--- config.mk ---
export PLATFORM = sky130hd
export DESIGN_NAME = cpu_run_ctrl
export DESIGN_NICKNAME = d
export VERILOG_FILES = /design/src/rtl/cpu_run_ctrl.sv
export SDC_FILE = /design/constraint.sdc
export NUM_CORES = 1
export LEC_CHECK = 0
export BUFFER_PORTS_ARGS = -buffer_cell sky130_fd_sc_hd__buf_2
export CAP_MARGIN = 5
export CORE_ASPECT_RATIO = 1.5
export CORE_MARGIN = 2
export CORE_UTILIZATION = 25
export DETAILED_ROUTE_END_ITERATION = 7
export PLACE_DENSITY_LB_ADDON = 0.2
export REMOVE_ABC_BUFFERS = 1
export SLEW_MARGIN = 25
export SYNTH_ARGS = -nofsm -noshare
export SYNTH_HDL_FRONTEND = slang
export SYNTH_SLANG_ARGS = --single-unit
--- constraint.sdc ---
create_clock -name clk -period 3.29 [get_ports clk]
set_clock_uncertainty 0.05 [all_clocks]
set_input_delay 0.658 -clock clk [delete_from_list [all_inputs] [get_ports clk]]
set_output_delay 0.658 -clock clk [all_outputs]
set_load 0.005 [all_outputs]
--- src/rtl/cpu_run_ctrl.sv ---
// Run/stop command controller: turns single-byte debug commands into cpu_start/quit_cmd
// pulses, supervises the returned cpu_run_state and answers with a one-byte response.
module cpu_run_ctrl #(
  parameter int STEP_W  = 8,
  parameter int TIMEOUT = 16
) (
  input  logic              clk,
  input  logic              rst,
  input  logic              cmd_valid,
  output logic              cmd_ready,
  input  logic [7:0]        cmd_code,
  input  logic [STEP_W-1:0] cmd_arg,
  input  logic              cpu_run_state,
  output logic              cpu_start,
  output logic              quit_cmd,
  output logic              resp_valid,
  output logic [7:0]        resp_data,
  input  logic              resp_ready,
  output logic              busy
);

  typedef enum logic [2:0] {
    S_IDLE, S_START, S_WAIT_RUN, S_STEPPING, S_QUIT, S_WAIT_STOP, S_RESP
  } state_t;

  localparam int TO_W = $clog2(TIMEOUT + 1);
  localparam logic [TO_W-1:0] TO_LAST = TO_W'(TIMEOUT - 1);

  localparam logic [7:0] RSP_OK  = 8'h4B;
  localparam logic [7:0] RSP_ERR = 8'h45;
  localparam logic [7:0] RSP_UNK = 8'h3F;

  state_t              r_state;
  logic                r_is_step;
  logic [STEP_W-1:0]   r_arg;
  logic [STEP_W-1:0]   r_step_cnt;
  logic [TO_W-1:0]     r_to_cnt;
  logic                r_cpu_start;
  logic                r_quit_pre;
  logic                r_resp_valid;
  logic [7:0]          r_resp_data;

  logic                w_accept;
  logic [STEP_W:0]     w_k;
  logic [STEP_W:0]     w_k_next;
  logic [STEP_W:0]     w_arg_ext;

  assign cmd_ready  = (r_state == S_IDLE) && !rst;
  assign busy       = (r_state != S_IDLE);
  assign cpu_start  = r_cpu_start;
  assign resp_valid = r_resp_valid;
  assign resp_data  = r_resp_data;
  // The quit request is armed one cycle early and only fires while the CPU is seen running,
  // so a CPU that never started is never told to stop.
  assign quit_cmd   = r_quit_pre && cpu_run_state;

  assign w_accept  = cmd_valid && cmd_ready;
  assign w_arg_ext = {1'b0, r_arg};
  // w_k is the index of the current high cycle while stepping (one extra bit: no wrap at N=2^STEP_W-1).
  assign w_k       = {1'b0, r_step_cnt} + (STEP_W + 1)'(1);
  assign w_k_next  = w_k + (STEP_W + 1)'(1);

  always_ff @(posedge clk or posedge rst) begin
    if (rst) begin
      r_state      <= S_IDLE;
      r_is_step    <= 1'b0;
      r_arg        <= '0;
      r_step_cnt   <= '0;
      r_to_cnt     <= '0;
      r_cpu_start  <= 1'b0;
      r_quit_pre   <= 1'b0;
      r_resp_valid <= 1'b0;
      r_resp_data  <= 8'h00;
    end else begin
      case (r_state)
        S_IDLE: begin
          if (w_accept) begin
            r_is_step  <= 1'b0;
            r_arg      <= cmd_arg;
            r_step_cnt <= '0;
            r_to_cnt   <= '0;
            case (cmd_code)
              8'h67: begin
                if (cpu_run_state) begin
                  r_state      <= S_RESP;
                  r_resp_valid <= 1'b1;
                  r_resp_data  <= RSP_OK;
                end else begin
                  r_cpu_start <= 1'b1;
                  r_state     <= S_START;
                end
              end
              8'h71: begin
                if (!cpu_run_state) begin
                  r_state      <= S_RESP;
                  r_resp_valid <= 1'b1;
                  r_resp_data  <= RSP_OK;
                end else begin
                  r_quit_pre <= 1'b1;
                  r_state    <= S_QUIT;
                end
              end
              8'h73: begin
                if ((cmd_arg == '0) || cpu_run_state) begin
                  r_state      <= S_RESP;
                  r_resp_valid <= 1'b1;
                  r_resp_data  <= RSP_ERR;
                end else begin
                  r_is_step   <= 1'b1;
                  r_cpu_start <= 1'b1;
                  r_state     <= S_START;
                end
              end
              8'h72: begin
                r_state      <= S_RESP;
                r_resp_valid <= 1'b1;
                r_resp_data  <= {7'b0011000, cpu_run_state};
              end
              default: begin
                r_state      <= S_RESP;
                r_resp_valid <= 1'b1;
                r_resp_data  <= RSP_UNK;
              end
            endcase
          end
        end

        S_START: begin
          r_cpu_start <= 1'b0;
          r_quit_pre  <= r_is_step && (r_arg == STEP_W'(1));
          r_state     <= S_WAIT_RUN;
        end

        S_WAIT_RUN: begin
          if (cpu_run_state) begin
            if (!r_is_step) begin
              r_state      <= S_RESP;
              r_resp_valid <= 1'b1;
              r_resp_data  <= RSP_OK;
            end else if (r_arg == STEP_W'(1)) begin
              r_quit_pre <= 1'b0;
              r_to_cnt   <= '0;
              r_state    <= S_WAIT_STOP;
            end else begin
              r_step_cnt <= STEP_W'(1);
              r_quit_pre <= (r_arg == STEP_W'(2));
              r_state    <= S_STEPPING;
            end
          end else if (r_to_cnt == TO_LAST) begin
            r_quit_pre   <= 1'b0;
            r_state      <= S_RESP;
            r_resp_valid <= 1'b1;
            r_resp_data  <= RSP_ERR;
          end else begin
            r_to_cnt <= r_to_cnt + TO_W'(1);
          end
        end

        S_STEPPING: begin
          if (!cpu_run_state) begin
            r_quit_pre   <= 1'b0;
            r_state      <= S_RESP;
            r_resp_valid <= 1'b1;
            r_resp_data  <= RSP_ERR;
          end else if (w_k == w_arg_ext) begin
            r_quit_pre <= 1'b0;
            r_to_cnt   <= '0;
            r_state    <= S_WAIT_STOP;
          end else begin
            r_step_cnt <= w_k[STEP_W-1:0];
            r_quit_pre <= (w_k_next == w_arg_ext);
          end
        end

        S_QUIT: begin
          r_quit_pre <= 1'b0;
          r_to_cnt   <= '0;
          r_state    <= S_WAIT_STOP;
        end

        S_WAIT_STOP: begin
          if (!cpu_run_state) begin
            r_state      <= S_RESP;
            r_resp_valid <= 1'b1;
            r_resp_data  <= RSP_OK;
          end else if (r_to_cnt == TO_LAST) begin
            r_state      <= S_RESP;
            r_resp_valid <= 1'b1;
            r_resp_data  <= RSP_ERR;
          end else begin
            r_to_cnt <= r_to_cnt + TO_W'(1);
          end
        end

        S_RESP: begin
          if (resp_ready) begin
            r_resp_valid <= 1'b0;
            r_state      <= S_IDLE;
          end
        end

        default: r_state <= S_IDLE;
      endcase
    end
  end

endmodule
# --- Yosys cells after proc, flatten, opt, wreduce, memory -nomap -nowiden ---
# Cells that the tools add are included.
totals:
  regBits: 36
  inputBits: 21
  out_inout_bits: 13
classes:
  add_sub_neg: 3
  eq_ne: 38
  n_mux: 68
  n_reduce_logical: 23
ops:
  columns: ["op", "count"]
  rows:
  - ["two-way mux 8 bit", 15]
  - ["case mux 8 bit (4 select lines)", 2]
  - ["two-way mux 5 bit", 8]
  - ["two-way mux 3 bit", 11]
  - ["equality test 8 x 7 -> 1 bit (second input constant)", 4]
  - ["inequality test 3 bit (second input constant)", 10]
  - ["case mux 5 bit (5 select lines)", 1]
  - ["case mux 8 bit (3 select lines)", 1]
  - ["two-way mux 1 bit", 22]
  - ["inequality test 2 bit (second input constant)", 11]
  - ["case mux 3 bit (7 select lines)", 1]
  - ["AND reduction 7 bit", 3]
  - ["equality test 9 x 8 -> 1 bit", 2]
  - ["nonzero test 5 bit", 3]
  - ["AND reduction 6 bit", 2]
  - ["case mux 1 bit (5 select lines)", 2]
  - ["adder 8 x 1 -> 9 bit (second input constant)", 1]
  - ["adder 9 x 1 -> 9 bit (second input constant)", 1]
  - ["equality test 3 bit (second input constant)", 3]
  - ["case mux 3 bit (3 select lines)", 1]
  - ["equality test 8 x 1 -> 1 bit (second input constant)", 1]
  - ["equality test 8 x 2 -> 1 bit (second input constant)", 1]
  - ["zero test 8 bit", 1]
  - ["equality test 3 x 2 -> 1 bit (second input constant)", 2]
  - ["other kinds (18)", 23]

# --- Longest topological paths before layout ---
# Gate-level depths: netlist (run 1).
logic_depth:
  ltp_word: 6
  mapped_depth: 10
  mapped_depth_nobuf: 9

# --- Worst setup path before layout (run 1) ---
# OpenSTA, ideal clock, no wires.
synth_path:
  path_kind: "reg2reg"
  start: "reg r_step_cnt[0]"
  end: "reg r_quit_pre"
  t_arrival_ns: 2.216
  path_slack_ns: 0.948
  stages_incl_launch_ff: 9
  path_buffers: 1
  period_less_slack_ns: 2.342
  path_cell_list: "dfrtp_1 > buf_4 > inv_1 > ha_1 > xor2_1 > or3_1 > a211o_1 > or4b_1 > o21ai_1"
synth_via:
  elab_chain_cells: 6
  word_cells_on_any_way: 7
synth_lines:
  columns: ["item", "line_no", "rtl"]
  rows:
  - ["start: declaration", "36", "logic [STEP_W-1:0] r_step_cnt;"]
  - ["start signal: assignment", "170", "r_step_cnt <= w_k[STEP_W-1:0];"]
  - ["adder 8 x 1 -> 9 bit *", "60", "assign w_k = {1'b0, r_step_cnt} + (STEP_W + 1)'(1);"]
  - ["adder 9 x 1 -> 9 bit", "61", "assign w_k_next = w_k + (STEP_W + 1)'(1);"]
  - ["equality test 9 x 8 -> 1 bit", "171", "r_quit_pre <= (w_k_next == w_arg_ext);"]
  - ["two-way mux 1 bit *", "165", "end else if (w_k == w_arg_ext) begin"]
  - ["two-way mux 1 bit *", "160", "if (!cpu_run_state) begin"]
  - ["case mux 1 bit (5 select lines) *", "75", "case (r_state)"]
  - ["end signal: assignment", "130", "r_quit_pre <= r_is_step && (r_arg == STEP_W'(1));"]
  - ["end signal: assignment", "146", "r_quit_pre <= (r_arg == STEP_W'(2));"]
  - ["end signal: assignment", "171", null]
  - ["end: declaration", "39", "logic r_quit_pre;"]
# Every way passes the cells marked *; elsewhere a longest branch is shown, timed or not.
# A chain may end at the register's enable or synchronous reset.

# --- Final worst setup path (run 1) ---
layout_path:
  start: "reg r_step_cnt[0]"
  end: "reg r_step_cnt[2]"
layout_via:
  elab_chain_cells: 4
  word_cells_on_any_way: 7
layout_lines:
  columns: ["item", "line_no"]
  rows:
  - ["adder 8 x 1 -> 9 bit *", "60"]
  - ["equality test 9 x 8 -> 1 bit or two-way mux 8 bit (tied branches)", "165"]
  - ["inequality test 2 bit (no line) or two-way mux 8 bit (tied branches)", null]
  - ["AND reduction 7 bit (no line) or case mux 8 bit (3 select lines) (tied branches)", null]
# Every way passes the cells marked *; elsewhere a longest branch is shown, timed or not. The select of a mux whose other input is x is not followed.

==> results.py, run 1 <==
metrics = {
    "logic_synthesis": {
        "seq_area_frac_synth": 0.313,
        "yosysTopAreaCell": "dfrtp_1",
        "ys_ff_latch": 36,
        "synth_common_cells": "dfrtp_1 (36), nand2_1 (26), a21oi_1 (25), o21ai_0 (20), nor2_1 (19)",
        "yosys-top-cells-area": "dfrtp_1 (31%), a21oi_1 (4.3%), xnor2_1 (4.3%), o21ai_0 (3.5%), nand2_1 (3.4%)",
        "syn_area_um2": 2880,
        "async_flop_share": 1.00,
        "ys.warnings.count": 0,
        "syn_area_per_cell_um2": 8.51,
        "synth_top_area_frac": 0.313,
        "synthCells": 338,
        "ys_types": 74,
        "yosysMostFrequentCell": "dfrtp_1",
        "synthFlopType": "dfrtp_1",
        "synth-edff-count": 0,
    },
    "critical_path": {
        "crit_required_ns": 3.42,
        "reg2reg_from": "r_step_cnt[0]",
        "end_kind": "flop",
        "critPathArrivalTime_ns": 3.09,
        "crit_type": "flop to flop",
        "cp-start-kind": "flop",
        "critPathMaxFanout": 15,
        "rrSetupSlack_ns": 0.33,
        "cp-startpoint": "r_step_cnt[0]",
        "r2r_cells": 8,
        "r2r_end": "r_step_cnt[2]",
    },
    "drt": {
        "via_per_inst": 5.26,
        "wl_per_cell_um": 16.2,
        "wirelength_um": 8380,
        "drtPass1Iterations": 4,
        "ant_nets": 0,
        "drt_iter0_drc": 115,
        "remaining_drc_errors": 0,
        "num_vias": 2722,
    },
    "cts": {
        "clk_latency_ns": 0.28,
        "cts_root_buffer": "clkbuf_16",
        "hold_buffers": 0,
        "path_clk_slew_ns": 0.06,
        "cts_buffers": 5,
        "postCtsSetupBuffers": 0,
        "clockBufferDepth": 2,
        "post_cts_resized": 0,
        "htree_num_levels": 2,
        "cts_tree": "built",
        "clock-sinks": 36,
    },
    "power_and_ir_drop": {
        "peakVddDrop_v": 0.000276,
        "leakage_nw": 1.31,
        "power.density_nw_per_um2": 710,
    },
    "worst_hold_path": {
        "min_path_type": "flop to flop",
        "whs_path_depth": 1,
        "hold_path_end": "resp_data[6]",
        "hold_start": "resp_data[6]",
    },
    "floorplanning": {
        "num_rows": 48,
        "start_util": 0.254,
        "die_w_um": 91.6,
        "io_pins": 34,
        "die_area_um2": 12400,
        "core_area_um2": 11400,
        "die_y_um": 135,
    },
    "global_route": {
        "grt_max_degree": 37,
        "grt_usage": 0.136,
        "grt_pass1_vias": 2554,
        "overflow": 0,
        "antenna_found_initial": 0,
        "grt_pass1_wl_um": 13500,
    },
    "finish": {
        "diodes": 0,
        "area_delta_synth_final_pct": 15.6,
        "drive_above_1_share": 0.196,
        "fin_nets": 391,
        "utilization": 0.293,
    },
    "flow_run": {
        "cap_violations": 0,
    },
    "sta": {
        "slew_headroom": 0.537,
        "rsz0062_at_grt": "false",
        "setup_tns_ns": 0,
        "tightestPinTransition_ns": 0.694,
        "timing.final.crit_share": 0.901,
        "setup_viol": 0,
        "period_minus_slack_ns": 2.96,
        "fmax_ghz": 0.337,
        "maxSlewViolCount": 0,
        "hold_viol_final": 0,
    },
    "placed_design": {
        "place_hpwl_um": 6460,
        "io_buffers": 33,
        "gp_congestion": 0.810,
    },
    "run_status": {
        "status": "finished, final reports clean",
    },
}
==> power by group <==
group,internal (mW),leakage [nW],switching (mW)
Clock,0.275,0.0667,0.172
Sequential,0.575,0.453,0.213
Combinational,0.498,0.788,0.629
==> metrics by stage <==
step / hold WS, ns / cell area, µm² / total power, mW / worst slack, ns / instances
floorplan: 0.436 / 2780 / 1.55 / 0.839 / 319
global placement: 0.430 / 3190 / 1.92 / 0.403 / 510
detailed placement: 0.434 / 3190 / 1.93 / 0.374 / 510
finish: 0.439 / 3330 / 2.36 / 0.326 / 517
CTS: 0.448 / 3330 / 2.39 / 0.354 / 517
global route: 0.473 / 3330 / 2.55 / 0.0870 / 517
==> worst max path at each step <==
stage          depth (start not counted)       endpoint  slack, ns
2_1_floorplan                          8  r_step_cnt[5]       0.84
3_3_place_gp                           8  r_step_cnt[2]       0.40
3_5_place_dp                           8  r_step_cnt[2]       0.37
4_1_cts                                8  r_step_cnt[2]       0.35
5_1_grt                                8  r_step_cnt[2]       0.09
6_report                               8  r_step_cnt[2]       0.33
==> per-layer routing <==
layer | track usage | routed length [µm] | share of wire
met4 | 0.0412 | 155 | 0.018
met5 | 0 | 0 | 0
met2 | 0.255 | 4600 | 0.55
met3 | 0.0200 | 170 | 0.020
met1 | 0.159 | 3450 | 0.41
==> logic make-up (layout without fill, tap and decap cells) <==
group | Yosys count | in the layout | synth area share
compound gates | 117 | 117 | 0.273
xor+xnor | 21 | 21 | 0.0739
fa+ha+maj | 3 | 3 | 0.0130
buf+inv | 33 | 62 | 0.0522
flops | 36 | 36 | 0.313
mux | 9 | 9 | 0.0348
simple gates | 119 | 119 | 0.240
==> state kept, by name (all words and copies together) (netlist names) <==
| signal | count |
|---|---|
| r_arg | 8 |
| r_step_cnt | 8 |
| resp_data | 8 |
| r_to_cnt | 5 |
| r_state | 3 |
| cpu_start | 1 |
| r_is_step | 1 |
| r_quit_pre | 1 |
| resp_valid | 1 |
==> critical path, cell delays in order, from the launching register on <==
cell     delay [ns]
dfrtp_1        0.55
ha_1           0.52
inv_1          0.20
or3_1          0.35
a41oi_1        0.27
nand4_2        0.24
o21ai_2        0.46
o21ai_1        0.13
o31ai_1        0.10
==> layout by cell type (no fill, tap or decap), types with 5 or more instances in the layout <==
cell type,count
dfrtp_1,36
nand4_1,5
a21oi_1,25
xnor2_1,14
o31ai_1,5
nand3_1,10
clkbuf_16,5
o21ai_1,10
nor2_1,19
inv_1,13
o211ai_1,8
o21ai_0,20
and2_1,7
mux2_2,8
or3_1,6
nor2b_1,9
buf_4,8
nand2_1,26
buf_2,33
==> cell type report <==
type	count	area [µm²]
Fill cell	1241	8020
Sequential cell	36	901
Tap cell	150	188
Clock inverter	1	5.00
Inverter	14	52.6
Clock buffer	6	129
Timing Repair Buffer	41	225
Multi-Input combinational cell	269	1830
Power figures use the tool's default switching activity.
==> inputs of run 2 (changes only) <==
--- a/config.mk
+++ b/config.mk
@@ -11,7 +11,6 @@
 export CORE_MARGIN = 2
 export CORE_UTILIZATION = 25
 export DETAILED_ROUTE_END_ITERATION = 7
-export PLACE_DENSITY_LB_ADDON = 0.2
 export REMOVE_ABC_BUFFERS = 1
 export SLEW_MARGIN = 25
 export SYNTH_ARGS = -nofsm -noshare
==> run 2 against run 1 <==
Register-to-register slack improved by 0.24 ns. Final cell count fell by 0.39%. Sequential power rose by 2%. Count of clock-buffer cells in the layout did not move. Critical endpoint is now r_quit_pre. Flip-flop and latch count did not move. Die area did not move. Routed wire length fell by 2.3%. Setup slack improved by 0.24 ns.
==> results.py, run 2 (synthesis gave the netlist of run 1 again) <==
metrics = {
    "global_route": {
        "overflow": 0,
        "grt_usage": 0.133,
        "grt_max_degree": 22,
        "grt_pass1_wl_um": 13300,
        "grt_pass1_vias": 2660,
        "antenna_found_initial": 0,
    },
    "cts": {
        "clockBufferDepth": 2,
        "htree_num_levels": 2,
        "cts_buffers": 5,
        "clock-sinks": 36,
        "path_clk_slew_ns": 0.05,
        "cts_root_buffer": "clkbuf_16",
        "post_cts_resized": 0,
        "cts_tree": "built",
        "clk_latency_ns": 0.28,
        "postCtsSetupBuffers": 0,
        "hold_buffers": 0,
    },
    "sta": {
        "setup_tns_ns": 0,
        "slew_headroom": 0.439,
        "fmax_ghz": 0.367,
        "rsz0062_at_grt": "false",
        "timing.final.crit_share": 0.829,
        "period_minus_slack_ns": 2.73,
        "tightestPinTransition_ns": 0.841,
        "maxSlewViolCount": 0,
        "hold_viol_final": 0,
        "setup_viol": 0,
    },
    "finish": {
        "diodes": 0,
        "layout_common_cells": "dfrtp_1 (36), buf_2 (33), nand2_1 (26)",
        "drive_above_1_share": 0.192,
        "final_common_cell": "dfrtp_1",
        "fin_nets": 389,
        "instances_no_fill": 515,
        "finalInstanceArea_um2": 3310,
        "utilization": 0.292,
        "nFillCells": 1202,
        "area_delta_synth_final_pct": 15.1,
    },
    "critical_path": {
        "critPathArrivalTime_ns": 2.88,
        "crit_required_ns": 3.45,
        "reg2reg_from": "r_step_cnt[0]",
        "cp-startpoint": "r_step_cnt[0]",
        "crit_type": "flop to flop",
        "cp-start-kind": "flop",
        "critPathMaxFanout": 11,
        "end_kind": "flop",
    },
    "worst_hold_path": {
        "hold_start": "resp_data[7]",
        "min_path_type": "flop to flop",
    },
    "flow_run": {
        "cap_violations": 0,
    },
    "drt": {
        "remaining_drc_errors": 0,
        "drtPass1Iterations": 4,
        "wirelength_um": 8190,
        "ant_nets": 0,
        "via_per_inst": 5.25,
        "drt_iter0_drc": 148,
        "num_vias": 2705,
        "wl_per_cell_um": 15.9,
    },
    "floorplanning": {
        "start_util": 0.254,
        "die_area_um2": 12400,
        "core_area_um2": 11400,
        "die_w_um": 91.6,
        "io_pins": 34,
        "num_rows": 48,
        "die_y_um": 135,
    },
    "power_and_ir_drop": {
        "peakVddDrop_v": 0.000332,
        "power.density_nw_per_um2": 707,
        "leakage_nw": 1.30,
    },
    "placed_design": {
        "dp.cells": 508,
        "placed_area_um2": 3180,
        "gp_congestion": 0.913,
        "io_buffers": 33,
        "place_hpwl_um": 6440,
    },
    "run_status": {
        "status": "finished, final reports clean",
    },
}
[run 2: final cells by class]
type                    instances  area, µm²  area share
multi-input cells             269       1830       0.552
flip-flops and latches         36        901       0.272
repair buffers                 39        210      0.0635
well taps                     150        188      0.0567
clock buffers                   6        129      0.0389
inverters                      14       52.6      0.0159
clock inverters                 1       5.00     0.00151
[run 2: power breakdown]
| group | internal, mW | leakage, nW | switching (mW) |
|---|---|---|---|
| combinational | 0.486 | 0.778 | 0.600 |
| sequential | 0.574 | 0.453 | 0.233 |
| clock | 0.275 | 0.0667 | 0.173 |
| total | 1.34 | 1.30 | 1.01 |
[run 2: path summary, 6_finish.rpt]
kind | endpoint | slack [ns] | cells past startpoint
worst max register to register | r_quit_pre | 0.56 | 9
worst min register to register | resp_data[7] | 0.45 | 1
min in group asynchronous | r_state[1] | 0.53 | 2
worst max-delay path | r_quit_pre | 0.56 | 9
worst min-delay path | resp_data[7] | 0.45 | 1
max in group asynchronous | resp_data[5] | 1.93 | 3
[run 2: per-layer routing]
metal | GRT usage | share of wire | up-vias
met5 | 0 | 0 | -
met4 | 0.0564 | 0.025 | 0
met3 | 0.0150 | 0.021 | 15
met2 | 0.259 | 0.56 | 43
met1 | 0.142 | 0.40 | 1339
li1 | - | - | 1308
[run 2: worst max-delay path, stage by stage (launching register included)]
cell,delay (ns)
dfrtp_1,0.54
inv_1,0.12
ha_1,0.27
xnor2_1,0.28
o211ai_1,0.15
o211ai_1,0.11
o21ai_0,0.17
a211o_1,0.32
or4b_1,0.51
o21ai_1,0.13
[run 2: metrics by stage]
stage | setup WS, ns | hold slack (ns) | total power [mW]
after floorplan | 0.839 | 0.436 | 1.55
after global placement | 0.620 | 0.425 | 1.88
after detailed placement | 0.547 | 0.435 | 1.90
after CTS | 0.542 | 0.449 | 2.35
after global routing | 0.306 | 0.454 | 2.52
final | 0.562 | 0.447 | 2.34
